File: src/rtl/sys_load_dump_pkg.sv
// Shared types and constants for the host-link load/dump block.
package sys_load_dump_pkg;

  localparam int XLEN      = 32;
  localparam int REG_IDX_W = 5;

  // Top-level sequencing.
  typedef enum logic [2:0] {
    IDLE,
    LOAD,
    RUN,
    DUMP_REG,
    DUMP_MEM,
    FIN
  } state_t;

  // Which source feeds the output stage during a dump.
  // PH_DRAIN means every word has been pushed and the block is waiting
  // for the final word to be taken.
  typedef enum logic [1:0] {
    PH_REG,
    PH_MEM,
    PH_SUM,
    PH_DRAIN
  } dump_phase_t;

endpackage

File: src/rtl/stream_out_reg.sv
// One-entry output holding register with valid/ready hold logic.
// Sustains one word per cycle under continuous ready; data and last
// stay frozen while the consumer stalls.
module stream_out_reg #(
  parameter int W = 32
) (
  input  logic         clk,
  input  logic         rst,
  input  logic         push,
  input  logic [W-1:0] push_data,
  input  logic         push_last,
  output logic         load_ok,
  output logic         out_valid,
  input  logic         out_ready,
  output logic [W-1:0] out_data,
  output logic         out_last
);

  // The register may take a new word when empty or when its word leaves now.
  assign load_ok = !out_valid || out_ready;

  // Hold register: refill on load_ok, otherwise keep the stalled word.
  // NOTE: sequential state uses <= so every flop samples pre-edge values.
  always_ff @(posedge clk or posedge rst) begin
    if (rst) begin
      out_valid <= 1'b0;
      out_data  <= '0;
      out_last  <= 1'b0;
    end else if (load_ok) begin
      out_valid <= push;
      out_last  <= push & push_last;
      if (push) out_data <= push_data;
    end
  end

endmodule

File: src/rtl/sys_load_dump.sv
// Program-load / state-dump sequencer between a host link and the CPU.
// Loads a counted word stream into IMEM/DMEM with the CPU held idle, runs
// the CPU until halt, then streams out the register file and a DMEM window.
// Optional feature macro: LOAD_DUMP_CHECKSUM_EN (appends a dump checksum
// word and exposes load_sum).
module sys_load_dump
  import sys_load_dump_pkg::*;
#(
  parameter int MEM_WORDS  = 1024,
  parameter int DUMP_WORDS = 1024,
  parameter int NUM_REGS   = 32,
  localparam int AW        = $clog2(MEM_WORDS)
) (
  input  logic                 clk,
  input  logic                 rst,
  input  logic                 in_valid,
  output logic                 in_ready,
  input  logic [XLEN-1:0]      in_data,
  output logic                 mem_we,
  output logic [AW-1:0]        mem_addr,
  output logic [XLEN-1:0]      mem_wdata,
  input  logic [XLEN-1:0]      mem_rdata,
  output logic [REG_IDX_W-1:0] rf_raddr,
  input  logic [XLEN-1:0]      rf_rdata,
  output logic                 cpu_run,
  input  logic                 cpu_halt,
  output logic                 out_valid,
  input  logic                 out_ready,
  output logic [XLEN-1:0]      out_data,
  output logic                 out_last,
  output logic                 done
`ifdef LOAD_DUMP_CHECKSUM_EN
  ,
  output logic [XLEN-1:0]      load_sum
`endif
);

  localparam logic [REG_IDX_W-1:0] LAST_REG  = REG_IDX_W'(NUM_REGS - 1);
  localparam logic [AW-1:0]        LAST_MEM  = AW'(DUMP_WORDS - 1);
  localparam logic [XLEN-1:0]      MEM_LIMIT = XLEN'(MEM_WORDS);

  state_t          state;
  dump_phase_t     phase;
  logic [XLEN-1:0] count;
  logic [XLEN-1:0] index;
  logic            load_fin;

  logic            push;
  logic            push_last;
  logic [XLEN-1:0] push_data;
  logic            load_ok;

`ifdef LOAD_DUMP_CHECKSUM_EN
  logic [XLEN-1:0] dump_sum;
`endif

  // Select the word offered to the output stage for the current dump phase.
  // NOTE: every signal gets a default first so no path infers a latch.
  always_comb begin
    push      = 1'b0;
    push_last = 1'b0;
    push_data = rf_rdata;
    case (state)
      DUMP_REG: push = 1'b1;
      DUMP_MEM: begin
        case (phase)
          PH_MEM: begin
            push      = 1'b1;
            push_data = mem_rdata;
`ifdef LOAD_DUMP_CHECKSUM_EN
            push_last = 1'b0;
`else
            push_last = (mem_addr == LAST_MEM);
`endif
          end
`ifdef LOAD_DUMP_CHECKSUM_EN
          PH_SUM: begin
            push      = 1'b1;
            push_data = dump_sum;
            push_last = 1'b1;
          end
`endif
          default: push = 1'b0;
        endcase
      end
      default: push = 1'b0;
    endcase
  end

  stream_out_reg #(.W(XLEN)) u_out (
    .clk       (clk),
    .rst       (rst),
    .push      (push),
    .push_data (push_data),
    .push_last (push_last),
    .load_ok   (load_ok),
    .out_valid (out_valid),
    .out_ready (out_ready),
    .out_data  (out_data),
    .out_last  (out_last)
  );

  // Main sequencer with registered host, memory and CPU control outputs.
  always_ff @(posedge clk or posedge rst) begin
    if (rst) begin
      state     <= IDLE;
      phase     <= PH_REG;
      count     <= '0;
      index     <= '0;
      load_fin  <= 1'b0;
      in_ready  <= 1'b0;
      mem_we    <= 1'b0;
      mem_addr  <= '0;
      mem_wdata <= '0;
      rf_raddr  <= '0;
      cpu_run   <= 1'b0;
      done      <= 1'b0;
`ifdef LOAD_DUMP_CHECKSUM_EN
      dump_sum  <= '0;
      load_sum  <= '0;
`endif
    end else begin
      mem_we <= 1'b0;
      case (state)
        IDLE: begin
          in_ready <= 1'b1;
          if (in_valid && in_ready) begin
            count <= in_data;
            index <= '0;
            if (in_data == '0) begin
              state    <= RUN;
              cpu_run  <= 1'b1;
              in_ready <= 1'b0;
            end else begin
              state <= LOAD;
            end
          end
        end

        LOAD: begin
          // The extra cycle after the last word keeps cpu_run clear of
          // the final memory write.
          if (load_fin) begin
            load_fin <= 1'b0;
            state    <= RUN;
            cpu_run  <= 1'b1;
          end else if (in_valid && in_ready) begin
            if (index < MEM_LIMIT) begin
              mem_we    <= 1'b1;
              mem_addr  <= index[AW-1:0];
              mem_wdata <= in_data;
            end
            index <= index + 1'b1;
`ifdef LOAD_DUMP_CHECKSUM_EN
            load_sum <= load_sum + in_data;
`endif
            if (index == count - 1'b1) begin
              in_ready <= 1'b0;
              load_fin <= 1'b1;
            end
          end
        end

        RUN: begin
          if (cpu_halt) begin
            state    <= DUMP_REG;
            phase    <= PH_REG;
            cpu_run  <= 1'b0;
            rf_raddr <= '0;
          end
        end

        DUMP_REG: begin
          if (load_ok) begin
`ifdef LOAD_DUMP_CHECKSUM_EN
            dump_sum <= dump_sum + push_data;
`endif
            if (rf_raddr == LAST_REG) begin
              state    <= DUMP_MEM;
              phase    <= PH_MEM;
              mem_addr <= '0;
            end else begin
              rf_raddr <= rf_raddr + 1'b1;
            end
          end
        end

        DUMP_MEM: begin
          case (phase)
            PH_MEM: begin
              if (load_ok) begin
`ifdef LOAD_DUMP_CHECKSUM_EN
                dump_sum <= dump_sum + push_data;
`endif
                if (mem_addr == LAST_MEM) begin
`ifdef LOAD_DUMP_CHECKSUM_EN
                  phase <= PH_SUM;
`else
                  phase <= PH_DRAIN;
`endif
                end else begin
                  mem_addr <= mem_addr + 1'b1;
                end
              end
            end
            PH_SUM: begin
              if (load_ok) phase <= PH_DRAIN;
            end
            default: begin
              // Final word leaves this edge; the stage empties itself.
              if (out_valid && out_ready) begin
                state <= FIN;
                done  <= 1'b1;
              end
            end
          endcase
        end

        default: begin
          done <= 1'b1;
        end
      endcase
    end
  end

endmodule

File: config.mk
export PLATFORM = sky130hd
export DESIGN_NAME = sys_load_dump
export DESIGN_NICKNAME = d
export VERILOG_FILES = /design/src/rtl/sys_load_dump_pkg.sv /design/src/rtl/stream_out_reg.sv /design/src/rtl/sys_load_dump.sv
export SDC_FILE = /design/constraint.sdc
export NUM_CORES = 1
export LEC_CHECK = 0
export CAP_MARGIN = 0
export CORE_AREA = 2 2 157 159
export DETAILED_ROUTE_END_ITERATION = 10
export DIE_AREA = 0 0 159 161
export PLACE_DENSITY = 0.58
export SETUP_SLACK_MARGIN = 0.02
export SYNTH_ARGS = -nofsm -noshare
export SYNTH_HDL_FRONTEND = slang
export SYNTH_SLANG_ARGS = --single-unit
File: constraint.sdc
create_clock -name clk -period 5.44 [get_ports clk]
set_input_delay 0.816 -clock clk [delete_from_list [all_inputs] [get_ports clk]]
set_output_delay 0.816 -clock clk [all_outputs]
set_load 0.01 [all_outputs]
==> flow_summary.toml <==
[routing]
drc = 0
wl_met3_um = 1568
top_layer_used = "met4"
drt_first_pass_iters = 5
wl_per_cell_um = 16.81
met1_length_um = 11050
drt_iter0_drc = 355
wl_met2_um = 10160
ant_nets = 0
num_vias = 7121
vias_per_cell = 5.164
wl_um = 23180

[clock_network]
clk_latency_ps = 440
cts_max_level = 4
ctsRootBufferMaster = "clkbuf_16"
cts_resized = 0
ctsHoldBuffers = 0
tritoncts = "done"
cts_inserted_buffers = 17
clkSinkCount = 155
postCtsSetupBuffers = 0
cts.clk_slew.worst_paths_ps = 70
clk_path_buf_depth = 2

[synthesis]
syn-mean-instance-area_um2 = 9.428
synth_area_um2 = 8278
synth-seq-cells = 155
synth_edf_count = 0
ys_seq_area_share_pct = 46.86
ys.flop_type = "dfrtp_1"
mappedNetlistNets = 986
synthesis.instances = 878
synth_warnings = 0
synth.distinct_cells = 66
synthArstFlopShare_pct = 100.0

[timing]
skew_ps = 14.66
hold_viol = 0
drv_slew = 0
rsz0062_at_grt = "no"
tightest_slew_ps = 946.3
tns_ps = 0
finalCritPeriodShare_pct = 62.62
max_freq_mhz = 293.6
finalSetupViolations = 0
slew_headroom_pct = 36.91
period_minus_slack_ps = 3406
timing.final.ws_setup_ps = 2034

[global_route]
grt_remaining_overflow = 0
track_usage_pct = 18.36
grt_pass1_vias = 6976
antenna_found_initial = 0
grt_start_max_net_pins = 103
grt_pass1_wl_um = 38080

[layout]
num_antenna_cells = 0
fin_cells = 1379
final_nets = 1150
final_util_pct = 46.09
syn_to_final_growth_pct = 33.42
drive_gt1_share_pct = 11.47
final_area_um2 = 11040

[critical_path]
start_kind = "register"
endpoint_kind = "register"
cpPeakStageDelay_ps = 710
path_cells = "inv_1, ha_1, nor4b_1, nand4_1, o21a_1, or4_1, a311oi_1, nand4b_1, a31o_1"
critPathArrivalTime_ps = 3730
worstPathRequired_ps = 5760
slowest_stage = "nor4b_1"
cp_max_fo = 7
path_class = "reg2reg"

[power_and_ir_drop]
power.density_nw_per_um2 = 228.9
power_leakage_nw = 4.735
peakVddDrop_uv = 192.1

[placed_design]
placed_area_um2 = 10430
gp_congestion = 0.8938
place.detailed.hpwl_um = 16550
place_ws_ps = 2091
numPortBuffers = 185
post-place-cells = 1347

[worst_hold_path]
hold_class = "reg2reg"

[die]
rows = 57
die_y_um = 161
io_pins = 186
initial_core_util_pct = 34.54
die_x_um = 159
die-area_um2 = 25600
core_area_um2 = 23960

[run_status]
status = "complete, no violations"

[flow_run]
maxCapViolations = 0
[final timing paths]
check / slack [ps] / cells past startpoint / from / end
setup reg to reg: 2030 / 9 / count[0] / in_ready
setup / recovery: 2030 / 9 / count[0] / in_ready
hold reg to reg: 490 / 1 / done / done
min in group asynchronous: 970 / 2 / rst / mem_wdata[22]
max in group asynchronous: 3490 / 3 / rst / mem_addr[1]
hold / removal: 490 / 1 / done / done
[power by group]
part,internal (mW),total [mW],switching [mW]
logic,0.0673,0.114,0.0466
clock network,0.710,1.26,0.552
registers,1.15,1.15,0.0000000000215
[through the flow]
stage	power, mW	hold slack (ps)
2_1_floorplan	1.198	493.2
3_3_place_gp	1.290	446.5
3_5_place_dp	1.290	461.0
4_1_cts	2.565	479.2
5_1_grt	2.624	500.3
6_report	2.528	489.2
[routing by layer]
layer | track usage, % | vias to the layer above
li1 | - | 3462
met1 | 25.52 | 3407
met2 | 28.50 | 220
met3 | 4.931 | 32
met4 | 4.752 | 0
met5 | 0 | -
[kinds of logic (layout without fill, tap and decap cells)]
group	after synthesis	after routing	share of synthesized area (%)
compound gates	141	141	10.91
xor+xnor	60	60	6.348
fa+ha+maj	8	8	1.179
buf+inv	71	248	3.401
flops	155	155	46.86
mux	63	63	8.495
simple gates	380	380	22.81
[registers in the layout (all words and copies together) (netlist names), 2 cells and up]
signal,cells
mem_addr,10
index,32
count,32
state,3
phase,2
u_out.out_data,32
rf_raddr,5
mem_wdata,32
[cells in the final DEF (no fill, tap or decap), drive strengths merged, types with 3 or more instances in the layout]
cell           synthesis  routed
inv                   21      29
and4                   7       7
nor3b                  3       3
a31oi                 37      37
nand3b                 3       3
nor2b                  8       8
and3                   7       7
nor4                  24      24
dfrtp                155     155
nor2                  91      91
mux2                  58      58
nor3                  22      22
and2                   9       9
o211ai                 4       4
buf                    5      10
or2                    5       5
nand2                119     119
xor2                  32      32
o21ai                 30      30
mux2i                  5       5
a211oi                 4       4
a22oi                  3       3
or3                    9       9
nand2b                10      10
o31ai                  6       6
clkbuf                45      18
a21o                   4       4
a21oi                 27      27
a22o                   3       3
clkdlybuf4s50          0     185
ha                     7       7
nand4                 23      23
nand3                 21      21
xnor2                 28      28
or4                   12      12
[cell type report]
type / count / area (um^2)
clock buffer: 18 / 439.2
clock inverter: 14 / 175.2
fill: 2334 / 12920
inverter: 21 / 83.83
multi-input combinational: 652 / 4135
sequential: 155 / 3879
tap: 324 / 405.4
timing repair buffer: 195 / 1927
[cell usage after synthesis (3+ instances only)]
cell	count	area share, %
nand4_1	23	1.7
nand3_1	21	1.3
mux2_2	58	7.9
nand3b_1	3	0.27
or3_1	7	0.53
inv_1	21	0.95
and4_1	6	0.63
ha_1	7	1.1
a31oi_1	37	2.8
clkbuf_1	45	2.0
or2_2	5	0.38
a211oi_1	3	0.27
nand2b_1	10	0.76
nor3b_1	3	0.27
o211ai_1	4	0.36
and3_1	7	0.53
nor3_1	22	1.3
a22oi_1	3	0.27
and2_1	7	0.53
mux2i_1	5	0.60
or4_1	7	0.63
nand2_1	119	5.4
xnor2_1	28	3.0
a22o_1	3	0.32
or4_4	3	0.41
dfrtp_1	155	47
a21oi_1	27	1.6
o21ai_0	30	1.8
nor4_1	23	1.7
xor2_1	32	3.4
nor2_1	91	4.1
a21o_1	4	0.36
o31ai_1	6	0.54
buf_1	3	0.14
nor2b_1	8	0.60
[worst max-delay path, delay by kind of cell (launching register included)]
family                   cells  cell delay (ps)
buffers and inverters        1               90
AO/OA/AOI/OAI                3              760
flip-flops                   1              420
AND/OR/NAND/NOR              4             1740
adder cells (fa/ha/maj)      1              280
(Power assumes the default switching activity.)
